==> config.mk <==
export PLATFORM = sky130hd
export DESIGN_NAME = pipeline_core
export DESIGN_NICKNAME = d
export VERILOG_FILES = /design/src/rtl/pipeline_core.sv
export SDC_FILE = /design/constraint.sdc
export NUM_CORES = 2
export LEC_CHECK = 0
export CAP_MARGIN = 20
export CORE_MARGIN = 3
export CORE_UTILIZATION = 40
export CTS_CLUSTER_DIAMETER = 40
export DETAILED_ROUTE_END_ITERATION = 6
export GPL_ROUTABILITY_DRIVEN = 1
export SYNTH_ARGS = -nofsm -noshare
export SYNTH_HDL_FRONTEND = slang
export SYNTH_SLANG_ARGS = --single-unit
export TNS_END_PERCENT = 5
==> constraint.sdc <==
create_clock -name clk_i -period 3.9 [get_ports clk_i]
set_input_delay 0.78 -clock clk_i [delete_from_list [all_inputs] [get_ports clk_i]]
set_output_delay 0.78 -clock clk_i [all_outputs]
set_load 0.02 [all_outputs]
==> src/rtl/pipeline_core.sv <==
// pipeline_core: two-stage decode/execute core with 16-entry register file, EX->ID forwarding, iterative multiplier.
// Latency: ALU op accepted at edge N retires (wb_*_o registered) at edge N+1; MUL retires at edge N+XLEN.
// Backpressure: inst_ready_o depends only on EX state; it drops while an incomplete MUL occupies EX.
//
// Ports:
//   clk_i, rst_ni          clock (rising edge), asynchronous active-low reset
//   inst_valid_i/_ready_o  instruction handshake; inst_i = op[31:28] rd[27:24] rs1[23:20] rs2[19:16] imm[15:0]
//   wb_valid_o/_rd_o/_data_o  one-cycle writeback pulse per retired writing instruction
//   retired_o              retired-instruction counter (NOPs included), resets to RESET_PC_TAG
module pipeline_core #(
    parameter int          XLEN         = 32,
    parameter logic [31:0] RESET_PC_TAG = 32'd0
) (
    input  logic            clk_i,
    input  logic            rst_ni,
    input  logic            inst_valid_i,
    output logic            inst_ready_o,
    input  logic [31:0]     inst_i,
    output logic            wb_valid_o,
    output logic [3:0]      wb_rd_o,
    output logic [XLEN-1:0] wb_data_o,
    output logic [31:0]     retired_o
);

    localparam int SHW = $clog2(XLEN);

    localparam logic [3:0] OP_NOP  = 4'd0;
    localparam logic [3:0] OP_ADD  = 4'd1;
    localparam logic [3:0] OP_SUB  = 4'd2;
    localparam logic [3:0] OP_AND  = 4'd3;
    localparam logic [3:0] OP_OR   = 4'd4;
    localparam logic [3:0] OP_XOR  = 4'd5;
    localparam logic [3:0] OP_SLL  = 4'd6;
    localparam logic [3:0] OP_SRL  = 4'd7;
    localparam logic [3:0] OP_SLT  = 4'd8;
    localparam logic [3:0] OP_ADDI = 4'd9;
    localparam logic [3:0] OP_LUI  = 4'd10;
    localparam logic [3:0] OP_MUL  = 4'd11;

    typedef enum logic {S_IDLE, S_MUL} state_e;

    // ---------------- state ----------------
    state_e           state_q, state_d;
    logic [SHW-1:0]   cnt_q, cnt_d;
    logic             ex_vld_q;
    logic [3:0]       ex_op_q;
    logic [3:0]       ex_rd_q;
    logic [XLEN-1:0]  ex_a_q;       // operand A; multiplicand (shifted left) during MUL
    logic [XLEN-1:0]  ex_b_q;       // operand B; multiplier (shifted right) during MUL
    logic [XLEN-1:0]  acc_q;        // MUL partial product
    logic [XLEN-1:0]  rf_q [16];
    logic             wb_valid_q;
    logic [3:0]       wb_rd_q;
    logic [XLEN-1:0]  wb_data_q;
    logic [31:0]      retired_q;

    // ---------------- control ----------------
    logic cnt_last;
    logic ex_done;
    logic accept;
    logic ex_writes;
    logic ex_fwd;

    // ---------------- decode ----------------
    logic [3:0]       id_op, id_rs1, id_rs2;
    logic [XLEN+15:0] imm_ext;
    logic [XLEN-1:0]  id_imm, rs1_val, rs2_val, id_a, id_b;
    logic [XLEN-1:0]  alu_res, mul_sum, ex_result;

    assign id_op   = inst_i[31:28];
    assign id_rs1  = inst_i[23:20];
    assign id_rs2  = inst_i[19:16];
    assign imm_ext = {{XLEN{inst_i[15]}}, inst_i[15:0]};
    assign id_imm  = imm_ext[XLEN-1:0];

    assign cnt_last  = (cnt_q == SHW'(XLEN - 1));
    assign accept    = inst_valid_i && inst_ready_o;
    // Ops 1..11 produce a result; 0 and 12..15 retire silently.
    assign ex_writes = (ex_op_q != OP_NOP) && (ex_op_q <= OP_MUL);
    assign ex_fwd    = ex_done && ex_writes && (ex_rd_q != 4'd0);

    // Register read with bypass of the result completing in EX this cycle.
    always_comb begin
        rs1_val = '0;
        rs2_val = '0;
        if (id_rs1 != 4'd0) begin
            rs1_val = (ex_fwd && ex_rd_q == id_rs1) ? ex_result : rf_q[id_rs1];
        end
        if (id_rs2 != 4'd0) begin
            rs2_val = (ex_fwd && ex_rd_q == id_rs2) ? ex_result : rf_q[id_rs2];
        end
    end

    assign id_a = rs1_val;
    assign id_b = (id_op == OP_ADDI || id_op == OP_LUI) ? id_imm : rs2_val;

    // ---------------- execute ----------------
    always_comb begin
        alu_res = '0;
        case (ex_op_q)
            OP_ADD:  alu_res = ex_a_q + ex_b_q;
            OP_SUB:  alu_res = ex_a_q - ex_b_q;
            OP_AND:  alu_res = ex_a_q & ex_b_q;
            OP_OR:   alu_res = ex_a_q | ex_b_q;
            OP_XOR:  alu_res = ex_a_q ^ ex_b_q;
            OP_SLL:  alu_res = ex_a_q << ex_b_q[SHW-1:0];
            OP_SRL:  alu_res = ex_a_q >> ex_b_q[SHW-1:0];
            OP_SLT:  alu_res = {{(XLEN-1){1'b0}}, ($signed(ex_a_q) < $signed(ex_b_q))};
            OP_ADDI: alu_res = ex_a_q + ex_b_q;
            OP_LUI:  alu_res = ex_b_q << 16;
            default: alu_res = '0;
        endcase
    end

    // One shift-add step; on the last step this is already the final product.
    assign mul_sum   = acc_q + (ex_b_q[0] ? ex_a_q : '0);
    assign ex_result = (state_q == S_MUL) ? mul_sum : alu_res;

    // ---------------- EX FSM ----------------
    always_ff @(posedge clk_i or negedge rst_ni) begin
        if (!rst_ni) begin
            state_q <= S_IDLE;
            cnt_q   <= '0;
        end else begin
            state_q <= state_d;
            cnt_q   <= cnt_d;
        end
    end

    always_comb begin
        state_d = state_q;
        cnt_d   = cnt_q;
        if (state_q == S_MUL) begin
            cnt_d = cnt_q + 1'b1;
            if (cnt_last) begin
                state_d = S_IDLE;
            end
        end
        // A MUL may be accepted on the completion edge of the previous one.
        if (accept && id_op == OP_MUL) begin
            state_d = S_MUL;
            cnt_d   = '0;
        end
    end

    always_comb begin
        inst_ready_o = !((state_q == S_MUL) && !cnt_last);
        // In IDLE a valid EX slot always holds a single-cycle op.
        ex_done      = ex_vld_q && ((state_q == S_IDLE) || cnt_last);
    end

    // ---------------- ID/EX register ----------------
    always_ff @(posedge clk_i or negedge rst_ni) begin
        if (!rst_ni) begin
            ex_vld_q <= 1'b0;
            ex_op_q  <= '0;
            ex_rd_q  <= '0;
            ex_a_q   <= '0;
            ex_b_q   <= '0;
            acc_q    <= '0;
        end else if (accept) begin
            ex_vld_q <= 1'b1;
            ex_op_q  <= id_op;
            ex_rd_q  <= inst_i[27:24];
            ex_a_q   <= id_a;
            ex_b_q   <= id_b;
            acc_q    <= '0;
        end else if (ex_done) begin
            ex_vld_q <= 1'b0;
        end else if (state_q == S_MUL) begin
            acc_q  <= mul_sum;
            ex_a_q <= ex_a_q << 1;
            ex_b_q <= ex_b_q >> 1;
        end
    end

    // ---------------- writeback ----------------
    always_ff @(posedge clk_i or negedge rst_ni) begin
        if (!rst_ni) begin
            wb_valid_q <= 1'b0;
            wb_rd_q    <= '0;
            wb_data_q  <= '0;
            retired_q  <= RESET_PC_TAG;
            for (int i = 0; i < 16; i++) begin
                rf_q[i] <= '0;
            end
        end else begin
            wb_valid_q <= ex_done && ex_writes;
            if (ex_done && ex_writes) begin
                wb_rd_q   <= ex_rd_q;
                wb_data_q <= ex_result;
                if (ex_rd_q != 4'd0) begin
                    rf_q[ex_rd_q] <= ex_result;
                end
            end
            if (ex_done) begin
                retired_q <= retired_q + 32'd1;
            end
        end
    end

    assign wb_valid_o = wb_valid_q;
    assign wb_rd_o    = wb_rd_q;
    assign wb_data_o  = wb_data_q;
    assign retired_o  = retired_q;

endmodule

==> results.json <==
{
  "status": "finished, violations left",
  "failed_checks": "negative setup slack",
  "synth_cell_types": 108,
  "rows": 121,
  "port_buffers": 104,
  "criticalPathCategory": "reg -> reg",
  "crit_start": "ex_a_q[0]",
  "end_kind": "flop",
  "power.internal_w": 0.0262,
  "fmax_mhz": 254,
  "dp_hpwl_um": 126000,
  "finalSetupViolCount": 19,
  "maxSlewViolCount": 0,
  "syn-cell-area_mm2": 0.0446,
  "synth-simple-area-share_pct": 13.5,
  "drt_iter0_drc": 4456,
  "pin_count": 105,
  "syn-num-nets": 4689,
  "die_area_mm2": 0.115,
  "initial_utilization_pct": 40.6,
  "nets": 4994,
  "via_per_inst": 6.08,
  "fp.dieH_um": 340,
  "synthAdderAreaFrac_pct": 3.81,
  "grtUsageTotal_pct": 30.1,
  "post-route-period-util_pct": 101,
  "seqPwrFrac_pct": 24.2,
  "h-tree-depth": 3,
  "layout-drive-gt1-share_pct": 26.1,
  "ant_nets": 0,
  "layout_common_cells": "950 x nand2_1, 687 x dfrtp_1, 410 x o21ai_0, 410 x buf_4, 354 x mux4_2",
  "power.leakage_nw": 23.8,
  "crit_slowest_cell": "dfrtp_1",
  "cts_tree": "done",
  "power_density_mw_per_mm2": 863,
  "grt_first_pass_wirelength_um": 260000,
  "ctsRootBufferMaster": "clkbuf_16",
  "skew_ns": 0.0259,
  "ys_ff_latch": 692,
  "synth-main-ff-cell": "dfrtp_1",
  "clockPowerShare_pct": 21.6,
  "switching_share_pct": 44.5,
  "path_cells": "inv_2, ha_2, inv_1, fa_2, nor3b_4, o311ai_2, buf_4, nand4b_1, nand4b_1, o211a_1, buf_4, o21a_4, o21ai_1, xnor2_1, nand2_1, buf_12, a41oi_4, buf_12, mux2_2",
  "reg2reg_slack_ns": -0.04,
  "r2r_start": "ex_a_q[0]",
  "grt_overflow_total": 0,
  "synthMuxAreaShare_pct": 21.1,
  "fill_cells": 9994,
  "path_clk_slew_ns": 0.06,
  "period_needed_ns": 3.94,
  "yosysSeqAreaShare_pct": 38.9,
  "route.vias.total": 38900,
  "grt_pass1_vias": 38200,
  "cts.sink_count": 692,
  "syn2layout_area_growth_pct": 22.7,
  "p_switching_w": 0.0210,
  "min_path_type": "in -> async",
  "arrival_ns": 4.51,
  "synth_top_family_by_area": "multiplexers",
  "grt_max_degree": 84,
  "wl_um": 176000,
  "synth_compound_area_share_pct": 16.3,
  "slew_headroom_pct": 41.2,
  "ys.warnings.count": 0,
  "dp_slack_ns": -0.203,
  "grt_antenna_before_repair": 5,
  "drc": 0,
  "placed_cell_area_mm2": 0.0502,
  "cap_violations": 0,
  "final_common_cell": "nand2_1",
  "power.share.combinational_pct": 54.2,
  "post-route-util_pct": 49.8,
  "netlist_instances": 4520,
  "clockBufferDepth": 3,
  "cp-start-kind": "flop",
  "gp_congestion": 1.03,
  "vdd_ir_drop_max_v": 0.000436,
  "insertion_delay_ns": 0.69,
  "syn_area_per_cell_um2": 9.86,
  "crit_fanout": 18,
  "cts_inserted_buffers": 107,
  "design.core.area_mm2": 0.110,
  "hold-worst-slack_ns": 0.0954,
  "critPathMaxStageDelay_ns": 0.43,
  "synth_edf_count": 0,
  "rsz0062_at_grt": "yes",
  "design_area_mm2": 0.0547,
  "synth_xor_area_share_pct": 1.75,
  "tightestPinTransition_ns": 0.880,
  "layout_setup_ws_ns": -0.0443,
  "routedWlPerCell_um": 27.6,
  "die_w_um": 340,
  "async_flop_share_pct": 100,
  "required_ns": 4.47,
  "finalHoldViolations": 0,
  "drt_pass1_iterations": 6
}
## path summary, 6_finish.rpt
| path | end | cells past startpoint |
|---|---|---|
| min in group clk_i | rf_q[488] | 0 |
| hold reg to reg | rf_q[488] | 0 |
| setup / recovery | rf_q[312] | 19 |
| max in group asynchronous | rf_q[392] | 2 |
| hold / removal | rf_q[65] | 1 |
| setup reg to reg | rf_q[312] | 19 |
## Yosys cell counts (all sizes together) (6+ instances only)
cell type,count,area (um^2)
o21ai,503,2550
a221o,15,150
xnor2,61,534
o31ai,11,87.6
a221oi,29,267
a22oi,14,115
a21oi,258,1340
a21boi,7,52.6
a211o,7,61.3
a22o,12,105
and3,15,93.8
mux2i,51,510
buf,129,679
or3,12,75.1
ha,131,1640
o221ai,34,304
clkbuf,260,982
nor4,9,62.6
o311ai,8,70.1
nor3,43,225
nand2,964,3620
nand2b,17,106
nand3,38,190
inv,111,419
o21a,18,136
o21bai,17,128
a211oi,42,325
o22ai,22,144
and2,21,133
mux4,354,7970
a21o,35,263
dfrtp,692,17300
or2,8,50.1
mux2,81,912
o32ai,7,95.1
nand4,24,156
xor2,28,245
o211ai,24,180
nor2,260,976
nor3b,6,50.1
nor2b,20,125
a31oi,28,175
o31a,10,87.6
a2111oi,6,77.6
## cell families (layout without fill, tap and decap cells)
group                      Yosys count  in the layout
AOI/OAI and AO/OA                 1164           1164
adders and majority gates          134            134
other                                0              2
xor gates and xnor gates            89             89
DFF                                692            692
buffers and inverters              501            898
muxes                              486            486
and+or+nand+nor                   1454           1454
## critical path: cells and delay by family (launching register included)
family | cells | cell delay (ns)
flops | 1 | 0.43
mux | 1 | 0.27
fa+ha+maj | 2 | 0.54
compound gates | 5 | 0.89
simple gates | 4 | 0.77
buf+inv | 6 | 0.76
xor+xnor | 1 | 0.15
## sequential cells by signal (all words and copies together) (netlist names)
register	count
ex_b_q	32
rf_q	512
wb_rd_o	4
ex_a_q	32
ex_rd_q	4
retired_o	32
ex_vld_q	1
ex_op_q	4
state_q	1
cnt_q	5
wb_valid_o	1
acc_q	32
wb_data_o	32
## cell type report
| cell class | count | area [um^2] | area share, % |
|---|---|---|---|
| clock inverters | 68 | 863 | 1.58 |
| flip-flops and latches | 692 | 17300 | 31.7 |
| clock buffers | 133 | 3000 | 5.49 |
| well taps | 1476 | 1850 | 3.38 |
| multi-input cells | 3327 | 25700 | 47.0 |
| diodes | 2 | 5.00 | 0.00915 |
| inverters | 112 | 427 | 0.780 |
| repair buffers | 585 | 5530 | 10.1 |
## power by group through the flow
stage / clock network [W] / registers, W / logic (W)
final: 0.0102 / 0.0114 / 0.0256
after global routing: 0.0106 / 0.0117 / 0.0270
after CTS: 0.0103 / 0.0113 / 0.0243
after detailed placement: 0 / 0.0114 / 0.0241
after global placement: 0 / 0.0113 / 0.0240
after floorplan: 0 / 0.0111 / 0.0133
## metrics by stage
stage / TNS (ns) / cells / total power, W
4_1_cts: -0.0340 / 6383 / 0.0460
2_1_floorplan: 0 / 4520 / 0.0244
5_1_grt: -4.43 / 6393 / 0.0493
3_5_place_dp: -14.68 / 6180 / 0.0355
3_3_place_gp: -9.55 / 6180 / 0.0353
6_report: -0.548 / 6395 / 0.0472
## routing by layer
layer | track usage (%) | wire length (um) | vias up
li1 | - | - | 17100
met1 | 41.7 | 72900 | 19400
met2 | 45.5 | 78500 | 1960
met3 | 7.07 | 17100 | 413
met4 | 12.5 | 7890 | 8
met5 | 0.542 | 122 | -
## repair_timing
| item | 4_1_cts | 5_1_grt |
|---|---|---|
| endpoints found under the setup margin | 206 | 381 |
| gates cloned | 0 | 2 |
| hold endpoints to repair | 0 | 0 |
| gates resized for setup | 23 | 118 |
| pin swaps | 5 | 28 |
| hold buffers | 0 | 0 |
| buffers inserted | 2 | 8 |
Power figures use the tool's default switching activity.
